<file path="src/rtl/mac_pkg.sv">
// Shared types and constants for the product accumulator that follows the 3-bit array multiplier.
package mac_pkg;

  localparam int PRODUCT_W   = 6;
  localparam int MAX_PRODUCT = 49;

  typedef enum logic {
    ACC  = 1'b0,
    HOLD = 1'b1
  } mac_state_t;

  // Bits needed to hold values 0 .. value-1.
  function automatic int clog2(input int value);
    int r;
    int v;
    r = 0;
    v = value - 1;
    while (v > 0) begin
      r++;
      v = v >> 1;
    end
    return r;
  endfunction

endpackage

</file>
<file path="src/rtl/mac_sat_add.sv">
// Accumulator adder: acc plus zero-extended product, with carry-out.
// MAC_ACC_SATURATE_EN clamps the sum at all-ones whenever the add carries.
module mac_sat_add
  import mac_pkg::*;
#(
  parameter int AW = 8,
  parameter int PW = PRODUCT_W
) (
  input  logic [AW-1:0] acc,
  input  logic [PW-1:0] p,
  output logic [AW-1:0] sum,
  output logic          carry
);

  logic [AW:0] raw;

  assign raw   = {1'b0, acc} + {{(AW + 1 - PW){1'b0}}, p};
  assign carry = raw[AW];

`ifdef MAC_ACC_SATURATE_EN
  // acc only grows within a group, so a clamped acc stays clamped.
  assign sum = carry ? {AW{1'b1}} : raw[AW-1:0];
`else
  assign sum = raw[AW-1:0];
`endif

endmodule

</file>
<file path="src/rtl/mac_product_accumulator.sv">
// Sums each group of COUNT accepted products and presents the sum with an overflow flag.
// Optional clamping arithmetic is selected with MAC_ACC_SATURATE_EN.
module mac_product_accumulator
  import mac_pkg::*;
#(
  parameter int PW    = PRODUCT_W,
  parameter int COUNT = 8,
  parameter int AW    = 8
) (
  input  logic          clk,
  input  logic          rst_n,
  input  logic          clear,
  input  logic          in_valid,
  output logic          in_ready,
  input  logic [PW-1:0] in_p,
  output logic          out_valid,
  input  logic          out_ready,
  output logic [AW-1:0] out_sum,
  output logic          out_ovf
);

  localparam int CNT_W = clog2(COUNT + 1);

  // FSM state and beat count kept together so both are visible as one signal.
  typedef struct packed {
    mac_state_t       state;
    logic [CNT_W-1:0] cnt;
  } mac_ctl_t;

  mac_ctl_t      ctl;
  logic [AW-1:0] acc;
  logic          ovf_sticky;
  logic [AW-1:0] add_sum;
  logic          add_carry;
  logic          accept;
  logic          last_beat;

  mac_sat_add #(
    .AW(AW),
    .PW(PW)
  ) u_add (
    .acc  (acc),
    .p    (in_p),
    .sum  (add_sum),
    .carry(add_carry)
  );

  // Handshake: a transfer happens on a rising edge where valid && ready; valid,
  // once raised, holds with stable data until that transfer. in_ready may depend
  // combinationally on out_ready so a held result and a new beat swap in one cycle.
  assign in_ready  = rst_n && !clear && (ctl.state == ACC || out_ready);
  assign accept    = in_valid && in_ready;
  assign last_beat = (ctl.cnt == CNT_W'(COUNT - 1));

  always_ff @(posedge clk or negedge rst_n) begin
    if (!rst_n) begin
      ctl.state  <= ACC;
      ctl.cnt    <= '0;
      acc        <= '0;
      ovf_sticky <= 1'b0;
      out_valid  <= 1'b0;
      out_sum    <= '0;
      out_ovf    <= 1'b0;
    end else if (clear) begin
      ctl.state  <= ACC;
      ctl.cnt    <= '0;
      acc        <= '0;
      ovf_sticky <= 1'b0;
      out_valid  <= 1'b0;
    end else begin
      if (ctl.state == HOLD && out_ready) begin
        out_valid <= 1'b0;
        ctl.state <= ACC;
      end
      // In HOLD acc/cnt are already zero, so a beat taken alongside the
      // consumed result simply opens the next group (or closes it if COUNT==1).
      if (accept) begin
        if (last_beat) begin
          out_sum    <= add_sum;
          out_ovf    <= ovf_sticky | add_carry;
          out_valid  <= 1'b1;
          acc        <= '0;
          ctl.cnt    <= '0;
          ovf_sticky <= 1'b0;
          ctl.state  <= HOLD;
        end else begin
          acc        <= add_sum;
          ctl.cnt    <= ctl.cnt + CNT_W'(1);
          ovf_sticky <= ovf_sticky | add_carry;
        end
      end
    end
  end

endmodule
</file>
<file path="config.mk">
export PLATFORM = sky130hd
export DESIGN_NAME = mac_product_accumulator
export DESIGN_NICKNAME = d
export VERILOG_FILES = /design/src/rtl/mac_pkg.sv /design/src/rtl/mac_sat_add.sv /design/src/rtl/mac_product_accumulator.sv
export SDC_FILE = /design/constraint.sdc
export NUM_CORES = 1
export LEC_CHECK = 0
export BUFFER_PORTS_ARGS = -buffer_cell sky130_fd_sc_hd__buf_2
export CORE_ASPECT_RATIO = 0.5
export CORE_MARGIN = 1.5
export CORE_UTILIZATION = 50
export DETAILED_ROUTE_END_ITERATION = 7
export HOLD_SLACK_MARGIN = 0.02
export MAX_ROUTING_LAYER = met4
export PLACE_DENSITY = 0.72
export SYNTH_ARGS = -nofsm -noshare
export SYNTH_HDL_FRONTEND = slang
export SYNTH_HIERARCHICAL = 1
export SYNTH_SLANG_ARGS = --single-unit
</file>
<file path="constraint.sdc">
create_clock -name clk -period 2.53 [get_ports clk]
set_clock_uncertainty 0.2 [all_clocks]
set_input_delay 0.1265 -clock clk [delete_from_list [all_inputs] [get_ports clk]]
set_output_delay 0.1265 -clock clk [all_outputs]
set_load 0.01 [all_outputs]
</file>
==> Word level (Yosys, flattened, before mapping) <==
Index checks and enable logic that the tools add are counted.
{ "totals": {"in_bits": 11, "wordCells": 36, "output_inout_bits": 11, "register_bits": 24} }
{ "op_classes": {"n_mux": 15, "addsub": 2, "n_bitwise": 3, "eq_ne": 1, "reduce_logical": 8} }
{ "op_table": {"columns": ["operator", "n"], "rows": [
  ["$mux W8", 3],
  ["$mux W5", 2],
  ["$add A8 B6 Y9", 1],
  ["$mux W1", 9],
  ["$add A4 B1 Y4 const B", 1],
  ["$eq A4 B3 Y1 const B", 1],
  ["$logic_and A1 B1 Y1", 4],
  ["$mux W4", 1],
  ["$reduce_and A3 Y1", 1],
  ["$not A1 Y1", 2],
  ["$reduce_bool A2 Y1", 1],
  ["$logic_not A1 Y1", 1],
  ["$logic_or A1 B1 Y1", 1],
  ["$or A1 B1 Y1", 1]
]} }

==> Logic depth before layout (Yosys ltp) <==
Gate-level depths: netlist of run 1.
{ "depth": {"word_depth": 6, "depth_mapped": 8, "depth_no_buf": 8} }

==> Modules after synthesis <==
The synthesis of run 1 kept the hierarchy.
{ "modules_own_cells": {"columns": ["module", "area_per_inst_um2", "instances", "seq_area_each_um2", "cells_each"], "rows": [
  ["mac_product_accumulator", 1162.4, 1, 600.6, 95],
  ["mac_sat_add", 264.0, 1, 0.0, 32]
]} }

==> Worst setup path before layout of run 1 <==
No wires, ideal clock.
{ "synth_path": {"kind": "reg2reg", "startpoint": "register acc[0]", "endpoint": "register out_sum[6]", "required_time_ps": 2205, "synth_period_minus_slack_ps": 2201, "setup_time_ps": 125, "setup_slack_ps": 329, "stages_incl_launch_ff": 8, "arrival_ps": 1876, "n_path_buf": 0, "path_cell_list": "dfrtp_1 > ha_1 > fa_1 > a211oi_1 > o21bai_1 > a21oi_1 > xnor2_1 > mux2_2"} }
{ "synth_via": {"elab_chain_len": 1} }
{ "synth_lines": {"columns": ["element", "line_no", "text"], "rows": [
  ["start: declaration", "mac_product_accumulator.sv:31", "logic [AW-1:0] acc;"],
  ["start signal: assignment", "mac_product_accumulator.sv:87", "acc <= add_sum;"],
  ["$add A8 B6 Y9", "mac_sat_add.sv:17", "assign raw = {1'b0, acc} + {{(AW + 1 - PW){1'b0}}, p};"],
  ["net add_sum[6]", "mac_product_accumulator.sv:33", "logic [AW-1:0] add_sum;"],
  ["end signal: assignment", "mac_product_accumulator.sv:79", "out_sum <= add_sum;"],
  ["end: declaration", "mac_product_accumulator.sv:18", "output logic [AW-1:0] out_sum,"]
]} }
The timed path passes the listed nets, and every way through them passes these cells.
A chain may end at the register's enable or synchronous reset.

==> Final worst setup path of run 1 <==
Ends and elaborated chain as after synthesis.

==> reports/summary.md, run 1 <==
- gpl congestion: 0.815
- Syn-to-layout area delta: 14.9%
- core footprint: 0.00265 sq mm
- normalized max-slew margin: 74.4%
- number of sinks driven by the clock tree: 24
- shortest clock period the worst path allows after layout: 2.39 ns
- library cell occupying the most area in the post-synthesis netlist: dfrtp_1
- reg-to-reg slack, setup: 0.14 ns
- hold bufs inserted after CTS: 3
- number of synthesized register bits: 24
- die span in y: 40.8 microns
- Power Total: 0.765 mW
- placed wire-length estimate: 1.96 mm
- most instantiated library cell after synthesis: dfrtp_1
- met3 track demand over resource: 5.11%
- met1 track utilization from global routing: 25.5%
- number of antenna violations at the first check in global routing: 0
- sequential area share after synthesis: 42.1%
- RSZ-0062 raised after global routing: false
- cell area after synthesis: 0.00143 sq mm
- wire length per cell after detailed routing: 14.5 microns
- maximum clock path buffer count: 2
- die footprint: 0.00320 sq mm
- Final Non-Filler Cells: 189
- power density relative to cell area: 467 mW/mm^2
- routed wire length: 2.74 mm
- end point of the critical path: out_sum[6]
- Worst Path Arrival: 2.35 ns
- Post-Synthesis Net Count: 146
- n_diodes: 0
- latest clock arrival within the worst-skew pair: 0.26 ns
- element type at the critical path start: flop
- critical path capture point type: flop
- final total negative setup slack: 0 ns
- CTS tree: done
- proportion of synthesized flip-flops having asynchronous set or reset: 100%
- largest fanout of any net on the critical path: 3
- Overflow after GRT: 0
- met2 demand-to-capacity share in global routing: 32.1%
- via count normalized by instance count: 5.49
- Placement Cell Area: 0.00157 sq mm
- Fmax: 418 MHz
- Peak supply drop: 0.213 mV
- floorplan die width: 78.5 microns
- Main synth FF type: dfrtp_1
- max-slew violation total from the final report: 0
- Post-synth EDFFs: 0
- P_leak: 0.857 nW
- count of cells along the worst register-to-register path: 7
- mean post-synth cell area: 11.2 sq um
- Num CTS Buffers: 3
- initial DRC count: 60
- max-cap violations: 0
- Root Buffer Master: clkbuf_8
- most frequent cells after synthesis: dfrtp_1 (24), mux2i_1 (11), nand2b_1 (10)
- final layout net count: 173
- first-pass iteration count of the detailed router: 4
- startpoint of the most critical setup path: acc[0]
- share of the cycle needed by the critical path after routing: 94.6%
- CTS-repair resized insts: 0
- number of cells in the design after placement: 183
- global-route wire length before repair: 4.48 mm
- Yosys warning count: 6
- fill cell count: 229
- count of nets left with antenna violations after detail routing: 0
- aggregate global-route resource usage: 19.6%
- main area contributors after synthesis: dfrtp_1 (42%), mux2i_1 (7.7%), mux2_2 (6.3%)
- number of cell rows: 13
- kind of critical path: reg -> reg
- number of ports placed on the die boundary: 22
- buffer count from post-CTS setup fixing: 0
- area share of the leading cell type in the synthesized netlist: 42.1%
- via count: 1,038
- total setup violations reported at the end of the flow: 0
- proportion of layout cells with a drive suffix above 1: 28.9%
- Data required, critical path: 2.48 ns
- area of all placed cells without fillers: 0.00164 sq mm
- residual DRC count: 0
- Initial Utilization: 53.8%
- PortBufs: 21
- vias in the first global route: 958
- Setup WS post-layout: 0.136 ns
- reg2reg start: acc[0]
- CTS clock-pin slew for the worst setup and hold paths: 0.08 ns
- largest net degree at the start of global routing: 27
- synthesized instance count: 127
- most used routing layer: met2
- slew at the pin closest to its max-slew limit: 0.383 ns
- final hold violations: 0
- H-tree depth reported by CTS: 1
- Synth cell types: 40
- Hold/Removal Path Class: in -> reg
- status: completed
- utilization after layout: 61.8%
- post-route worst hold slack: 0.0478 ns
- post-placement setup slack: 0.188 ns
- capture point of the worst reg-to-reg path: out_sum[6]
## layout make-up
cell class | instances | area, sq um | share of cell area [%]
multi-input cells | 97 | 790 | 48.2
flip-flops and latches | 24 | 601 | 36.6
repair buffers | 27 | 158 | 9.62
well taps | 37 | 46.3 | 2.82
clock buffers | 3 | 41.3 | 2.52
inverters | 1 | 3.75 | 0.229
## worst min-delay path by stage
stage | endpoint | from | cells past startpoint
floorplan | acc[0] | rst_n | 0
global placement | out_valid | rst_n | 2
detailed placement | out_valid | rst_n | 2
CTS | ctl[4] | clear | 2
global route | out_sum[0] | in_p[0] | 3
finish | ctl[4] | clear | 2
## report_power, final
| part | internal (mW) | total (mW) | switching (mW) | leakage, nW |
|---|---|---|---|---|
| clock network | 0.107 | 0.225 | 0.118 | 0.0216 |
| registers | 0.394 | 0.402 | 0.00839 | 0.327 |
| logic | 0.0626 | 0.138 | 0.0750 | 0.509 |
| total | 0.563 | 0.765 | 0.202 | 0.857 |
## metal layers
| layer | up-vias | wire length [microns] |
|---|---|---|
| met1 | 507 | 1380 |
| met2 | 20 | 1240 |
| met5 | - | 0 |
| li1 | 511 | - |
| met3 | 0 | 119 |
| met4 | 0 | 0 |
## worst max-delay path: stages, from the launching register on
cell and delay [ns]:
dfrtp_1 0.39, ha_1 0.25, fa_1 0.44, a211oi_1 0.28
o21bai_1 0.10, a21oi_1 0.23, xnor2_1 0.13, mux2_2 0.28
## cell usage in the layout (no fill, tap or decap), types with 3 or more instances in the layout
cell / n
ha_1: 7
mux2_2: 8
nand2_1: 5
dfrtp_1: 24
clkbuf_8: 3
buf_2: 21
nand2b_1: 10
mux2i_1: 11
nor2b_1: 4
xnor2_1: 4
nand3_1: 9
nor3_1: 4
buf_4: 3
dlygate4sd3_1: 3
a21oi_1: 5
## sequential cells by signal, indices dropped and copies added (netlist names)
signal      flops
out_ovf         1
out_valid       1
ctl             5
out_sum         8
ovf_sticky      1
acc             8
## cell families after synthesis
| logic type | Yosys count | synth area share [%] |
|---|---|---|
| AO/OA/AOI/OAI | 18 | 9.03 |
| XOR/XNOR | 6 | 3.68 |
| multiplexers | 20 | 15.1 |
| adder cells (fa/ha/maj) | 8 | 7.54 |
| flip-flops | 24 | 42.1 |
| buffers and inverters | 6 | 2.54 |
| AND/OR/NAND/NOR | 45 | 20.0 |
Power figures use the tool's default switching activity.
==> run 2: changes to the inputs <==
--- a/config.mk
+++ b/config.mk
@@ -5,6 +5,7 @@
 export SDC_FILE = /design/constraint.sdc
 export NUM_CORES = 1
 export LEC_CHECK = 0
+export ABC_AREA = 1
 export BUFFER_PORTS_ARGS = -buffer_cell sky130_fd_sc_hd__buf_2
 export CORE_ASPECT_RATIO = 0.5
 export CORE_MARGIN = 1.5
@@ -12,7 +13,7 @@
 export DETAILED_ROUTE_END_ITERATION = 7
 export HOLD_SLACK_MARGIN = 0.02
 export MAX_ROUTING_LAYER = met4
-export PLACE_DENSITY = 0.72
+export PLACE_DENSITY = 0.74
 export SYNTH_ARGS = -nofsm -noshare
 export SYNTH_HDL_FRONTEND = slang
 export SYNTH_HIERARCHICAL = 1
==> reports/summary.md, run 2 <==
- number of synthesized register bits: 24
- library cell occupying the most area in the post-synthesis netlist: dfrtp_1
- Hold/Removal Path Class: in -> reg
- number of cell rows: 13
- cell area after synthesis: 0.00142 sq mm
- synthesized instance count: 181
- end point of the critical path: ctl[4]
- H-tree depth reported by CTS: 1
- cell-internal power: 0.651 mW
- most frequent cells after synthesis: nand2_1 (70), dfrtp_1 (24), nand3_1 (19)
- largest net degree at the start of global routing: 19
- Peak supply drop: 0.285 mV
- kind of critical path: in -> reg
- via count: 1,262
- reg-to-reg slack, setup: 0.33 ns
- first-pass iteration count of the detailed router: 4
- buffer count from post-CTS setup fixing: 0
- Worst Path Arrival: 2.40 ns
- area share of the leading cell type in the synthesized netlist: 42.3%
- reg2reg start: ctl[0]
- max-slew violation total from the final report: 0
- fraction of power spent switching nets: 25.8%
- final layout net count: 226
- RSZ-0062 raised after global routing: false
- most frequent standard cell in the layout excluding fill and tap cells: nand2_1
- aggregate global-route resource usage: 24.0%
- global-route wire length before repair: 5.41 mm
- most instantiated library cell after synthesis: nand2_1
- CTS tree: done
- critical path capture point type: flop
- initial DRC count: 153
- via count normalized by instance count: 5.19
- sequential area share after synthesis: 42.3%
- power density relative to cell area: 529 mW/mm^2
- status: completed
- floorplan die width: 78.4 microns
- area used by multi-input combinational logic: 722 sq um
- final hold violations: 0
- Fmax: 419 MHz
- PortBufs: 21
- P_leak: 0.952 nW
- residual DRC count: 0
- Post-synth EDFFs: 0
- max-cap violations: 0
- gpl congestion: 0.821
- Overflow after GRT: 0
- placed wire-length estimate: 2.32 mm
- startpoint of the most critical setup path: clear
- top flop regs: acc: 8 flops, out_sum: 8 flops, ctl: 5 flops
- count of cells along the worst register-to-register path: 6
- slew at the pin closest to its max-slew limit: 0.396 ns
- Data required, critical path: 2.54 ns
- die span in y: 40.7 microns
- mean post-synth cell area: 7.85 sq um
- power share of the combinational group: 15.0%
- Main synth FF type: dfrtp_1
- core footprint: 0.00265 sq mm
- Post-Synthesis Net Count: 200
- switching power: 0.227 mW
- main area contributors after synthesis: dfrtp_1 (42%), nand2_1 (18%), nand3_1 (6.7%)
- normalized max-slew margin: 73.6%
- latest clock arrival within the worst-skew pair: 0.27 ns
- vias in the first global route: 1,134
- number of antenna violations at the first check in global routing: 0
- fill cell count: 245
- proportion of layout cells with a drive suffix above 1: 17.5%
- final total negative setup slack: 0 ns
- capture point of the worst reg-to-reg path: ctl[4]
- wire length per cell after detailed routing: 14.1 microns
- CTS clock-pin slew for the worst setup and hold paths: 0.09 ns
- Initial Utilization: 53.6%
- Seq. cell area: 601 sq um
- Synth cell types: 26
- Root Buffer Master: clkbuf_8
- part of the power in the clock network: 39.2%
- number of ports placed on the die boundary: 22
- element type at the critical path start: input pin
- routed wire length: 3.43 mm
- shortest clock period the worst path allows after layout: 2.39 ns
- number of sinks driven by the clock tree: 24
- maximum clock path buffer count: 2
- Power Total: 0.878 mW
- Num CTS Buffers: 3
- Syn-to-layout area delta: 16.7%
- die footprint: 0.00319 sq mm
- utilization after layout: 62.6%
- Placement Cell Area: 0.00154 sq mm
- total setup violations reported at the end of the flow: 0
- Yosys warning count: 6
- n_diodes: 0
- area of all placed cells without fillers: 0.00166 sq mm
- largest fanout of any net on the critical path: 16
- share of the cycle needed by the critical path after routing: 94.4%
- commonest non-fill, non-tap cells in the layout: nand2_1 (70), dfrtp_1 (24), buf_2 (21)
- proportion of synthesized flip-flops having asynchronous set or reset: 100%
- count of nets left with antenna violations after detail routing: 0
- sequential group share of total power: 45.8%
## run 2: worst min-delay path by stage
stage            endpoint  depth (start not counted)     from
2_1_floorplan      acc[0]                          0    rst_n
3_3_place_gp      out_ovf                          1    rst_n
3_5_place_dp   out_sum[7]                          1    rst_n
4_1_cts            acc[0]                          4  in_p[0]
5_1_grt            acc[0]                          4  in_p[0]
6_report           acc[0]                          4  in_p[0]
## run 2: power by group through the flow
| stage | sequential, mW | clock, mW | combinational (mW) |
|---|---|---|---|
| detailed placement | 0.409 | 0 | 0.122 |
| CTS | 0.402 | 0.350 | 0.129 |
| global route | 0.404 | 0.368 | 0.143 |
| finish | 0.402 | 0.344 | 0.131 |
| global placement | 0.409 | 0 | 0.119 |
| floorplan | 0.408 | 0 | 0.0809 |
## run 2: worst max-delay path, stage by stage
cell and delay (ns):
dlygate4sd3_1 0.53, buf_2 0.15, inv_2 0.25, nand2_2 0.10, nor2_4 0.28, nand3_2 0.27
o21ai_0 0.13, dlygate4sd3_1 0.56
## run 2: cell type report
type                    count  share of cell area (%)
clock buffers               3                    2.49
inverters                  15                    3.39
multi-input cells         136                    43.5
flip-flops and latches     24                    36.2
well taps                  37                    2.79
repair buffers             27                    9.80
clock inverters             1                    1.81
## run 2: cells by family after synthesis
logic type	Yosys count	share of synthesized area (%)
fa+ha+maj	8	7.57
simple gates	119	39.0
compound gates	6	2.38
xor+xnor	3	1.85
flops	24	42.3
buf+inv	21	6.95
## run 2: repair_timing
item / CTS / global route
hold endpoints to repair: 28 / 0
hold buffers: 5 / 0
resized for setup: 0 / 0
## run 2: per-stage QoR
step                      hold WS [ns]  instances  worst slack [ns]
final                           0.0290        243             0.143
after global routing            0.0541        243            0.0232
after CTS                       0.0281        243             0.162
after detailed placement        -0.207        234             0.453
after global placement          -0.215        234             0.491
after floorplan                 -0.369        181             0.549
## run 2: layer usage
| metal | vias to the layer above | GRT usage [%] | wire length, microns |
|---|---|---|---|
| li1 | 640 | - | - |
| met1 | 585 | 32.0 | 1720 |
| met2 | 33 | 38.5 | 1520 |
| met3 | 4 | 5.11 | 162 |
| met4 | 0 | 5.80 | 31 |
| met5 | - | - | 0 |
==> run 3: changes to the inputs <==
--- a/config.mk
+++ b/config.mk
@@ -10,11 +10,11 @@
 export CORE_ASPECT_RATIO = 0.5
 export CORE_MARGIN = 1.5
 export CORE_UTILIZATION = 50
+export CTS_CLUSTER_DIAMETER = 30
 export DETAILED_ROUTE_END_ITERATION = 7
 export HOLD_SLACK_MARGIN = 0.02
 export MAX_ROUTING_LAYER = met4
 export PLACE_DENSITY = 0.74
 export SYNTH_ARGS = -nofsm -noshare
 export SYNTH_HDL_FRONTEND = slang
-export SYNTH_HIERARCHICAL = 1
 export SYNTH_SLANG_ARGS = --single-unit
==> reports/summary.md, run 3 <==
- status: completed
- P_leak: 0.920 nW
- Root Buffer Master: clkbuf_8
- CTS tree: done
- area share of the leading cell type in the synthesized netlist: 44.7%
- die footprint: 0.00302 sq mm
- commonest non-fill, non-tap cells in the layout: nand2_1 (62), dfrtp_1 (24), buf_2 (21)
- Setup WS post-layout: 0.416 ns
- max-slew violation total from the final report: 0
- Placement Cell Area: 0.00149 sq mm
- cell mode on critical path: dlygate4sd3_1
- most instantiated library cell after synthesis: nand2_1
- post-placement setup slack: 0.725 ns
- slew at the pin closest to its max-slew limit: 0.365 ns
- floorplan die width: 76.3 microns
- main area contributors after synthesis: dfrtp_1 (45%), nand2_1 (17%), ha_1 (6.5%)
- number of synthesized register bits: 24
- utilization after layout: 62.5%
- cell area after synthesis: 0.00134 sq mm
- Syn-to-layout area delta: 19.7%
- count of cells along the worst register-to-register path: 8
- number of cell rows: 13
- Overflow after GRT: 0
- Post-Synthesis Net Count: 182
- Data required, critical path: 2.54 ns
- Peak supply drop: 0.354 mV
- proportion of layout cells with a drive suffix above 1: 19.8%
- shortest clock period the worst path allows after layout: 2.11 ns
- top flop regs: acc: 8 flops, out_sum: 8 flops, ctl: 5 flops
- first-pass iteration count of the detailed router: 4
- final hold violations: 0
- latest clock arrival within the worst-skew pair: 0.27 ns
- number of antenna violations at the first check in global routing: 0
- element type at the critical path start: input pin
- Main synth FF type: dfrtp_1
- Num CTS Buffers: 3
- number of sinks driven by the clock tree: 24
- most frequent standard cell in the layout excluding fill and tap cells: nand2_1
- RSZ-0062 raised after global routing: false
- number of ports placed on the die boundary: 22
- sequential group share of total power: 46.6%
- initial DRC count: 30
- total setup violations reported at the end of the flow: 0
- number of cells on the critical path: 7
- fraction of power spent switching nets: 24.6%
- power share of the combinational group: 14.3%
- sequential area share after synthesis: 44.7%
- global-route wire length before repair: 4.32 mm
- critical path capture point type: flop
- Initial Utilization: 52.2%
- maximum clock path buffer count: 2
- residual DRC count: 0
- Worst Path Arrival: 2.12 ns
- proportion of synthesized flip-flops having asynchronous set or reset: 100%
- largest net degree at the start of global routing: 16
- aggregate global-route resource usage: 20.0%
- area of all placed cells without fillers: 0.00161 sq mm
- largest fanout of any net on the critical path: 14
- buffer count from post-CTS setup fixing: 0
- gpl congestion: 0.847
- maximum single-stage delay on the critical path: 0.57 ns
- max-cap violations: 0
- vias in the first global route: 986
- Power Total: 0.872 mW
- switching power: 0.215 mW
- final total negative setup slack: 0 ns
- final layout net count: 212
- Largest delay share family, worst path: buffers and inverters
- die span in y: 39.6 microns
- n_diodes: 0
- mean post-synth cell area: 8.24 sq um
- kind of critical path: in -> reg
- CTS clock-pin slew for the worst setup and hold paths: 0.08 ns
- Yosys warning count: 0
- PortBufs: 21
- cell-internal power: 0.658 mW
- crit path cell chain: dlygate4sd3_1 -> buf_2 -> nand4_4 -> nor2_8 -> inv_4 -> o21ai_0 -> dlygate4sd3_1
- Synth cell types: 24
- power density relative to cell area: 543 mW/mm^2
- H-tree depth reported by CTS: 1
- via count: 1,100
- part of the power in the clock network: 39.1%
- routed wire length: 2.61 mm
- Hold/Removal Path Class: in -> reg
- core footprint: 0.00257 sq mm
- share of the cycle needed by the critical path after routing: 83.5%
- placed wire-length estimate: 1.94 mm
- count of nets left with antenna violations after detail routing: 0
- most frequent cells after synthesis: nand2_1 (62), dfrtp_1 (24), inv_1 (16)
- highest-delay cell along the critical path: dlygate4sd3_1
- Fmax: 473 MHz
- normalized max-slew margin: 75.7%
- via count normalized by instance count: 4.80
- Bufs and invs on worst path: 4
- synthesized instance count: 163
- fill cell count: 239
- library cell occupying the most area in the post-synthesis netlist: dfrtp_1
- hold-critical path depth: 4
- wire length per cell after detailed routing: 11.4 microns
- Post-synth EDFFs: 0
==> run 3: cell types whose count changed after synthesis, sizes merged, moves of 4 or more <==
cell	delta
nand4	-10
inv	+4
o21ai	+9
nand2	-8
nand3	-7
==> run 3: cell type report <==
type	count	area, sq um	share of cell area (%)
multi-input combinational	118	652	40.6
sequential	24	601	37.4
timing repair buffer	27	163	10.1
inverter	19	73.8	4.60
tap	37	46.3	2.88
clock buffer	3	41.3	2.57
clock inverter	1	30.0	1.87
==> run 3: stage by stage <==
step	cells	hold slack, ns
3_5_place_dp	220	-0.159
5_1_grt	229	0.0955
4_1_cts	229	0.0528
2_1_floorplan	163	-0.369
6_report	229	0.0503
3_3_place_gp	220	-0.163
==> run 3: cell families (layout without fill, tap and decap cells) <==
logic type / after synthesis / count (layout) / share of synthesized area, %
simple gates: 91 / 91 / 31.5
buf+inv: 21 / 50 / 6.71
flops: 24 / 24 / 44.7
compound gates: 15 / 15 / 6.43
xor+xnor: 4 / 4 / 2.61
fa+ha+maj: 8 / 8 / 8.01
==> run 3: timing repair <==
item / CTS / global route
hold buffers: 5 / 0
endpoints found under the hold margin: 28 / 0
setup endpoints to repair: 0 / 0
resized for setup: 0 / 0
==> run 3: final timing paths <==
kind	start	endpoint	slack, ns
max	rst_n	ctl[4]	0.42
min	in_p[0]	out_sum[0]	0.05
max reg2reg	ctl[0]	ctl[4]	0.45
min reg2reg	out_sum[4]	out_sum[4]	0.28
max in group asynchronous	rst_n	ctl[2]	1.56
min in group asynchronous	rst_n	out_sum[7]	0.07
==> run 3: worst min-delay path: stages <==
cell and delay, ns:
buf_2 0.08, ha_1 0.12, inv_1 0.05, o21ai_2 0.12
==> run 3: per-layer routing <==
layer  up-vias  track usage [%]  part of all wire, %
met2        17             33.7                   46
met5         -                -                    0
met3         5             5.35                  3.4
met1       507             24.0                   49
met4         0             7.87                  1.3
li1        571                -                    -
==> run 3: power groups by stage <==
stage	registers [mW]	clock network, mW	logic, mW
4_1_cts	0.407	0.348	0.125
6_report	0.407	0.341	0.124
3_3_place_gp	0.414	0	0.118
3_5_place_dp	0.415	0	0.119
5_1_grt	0.409	0.352	0.144
2_1_floorplan	0.415	0	0.0768
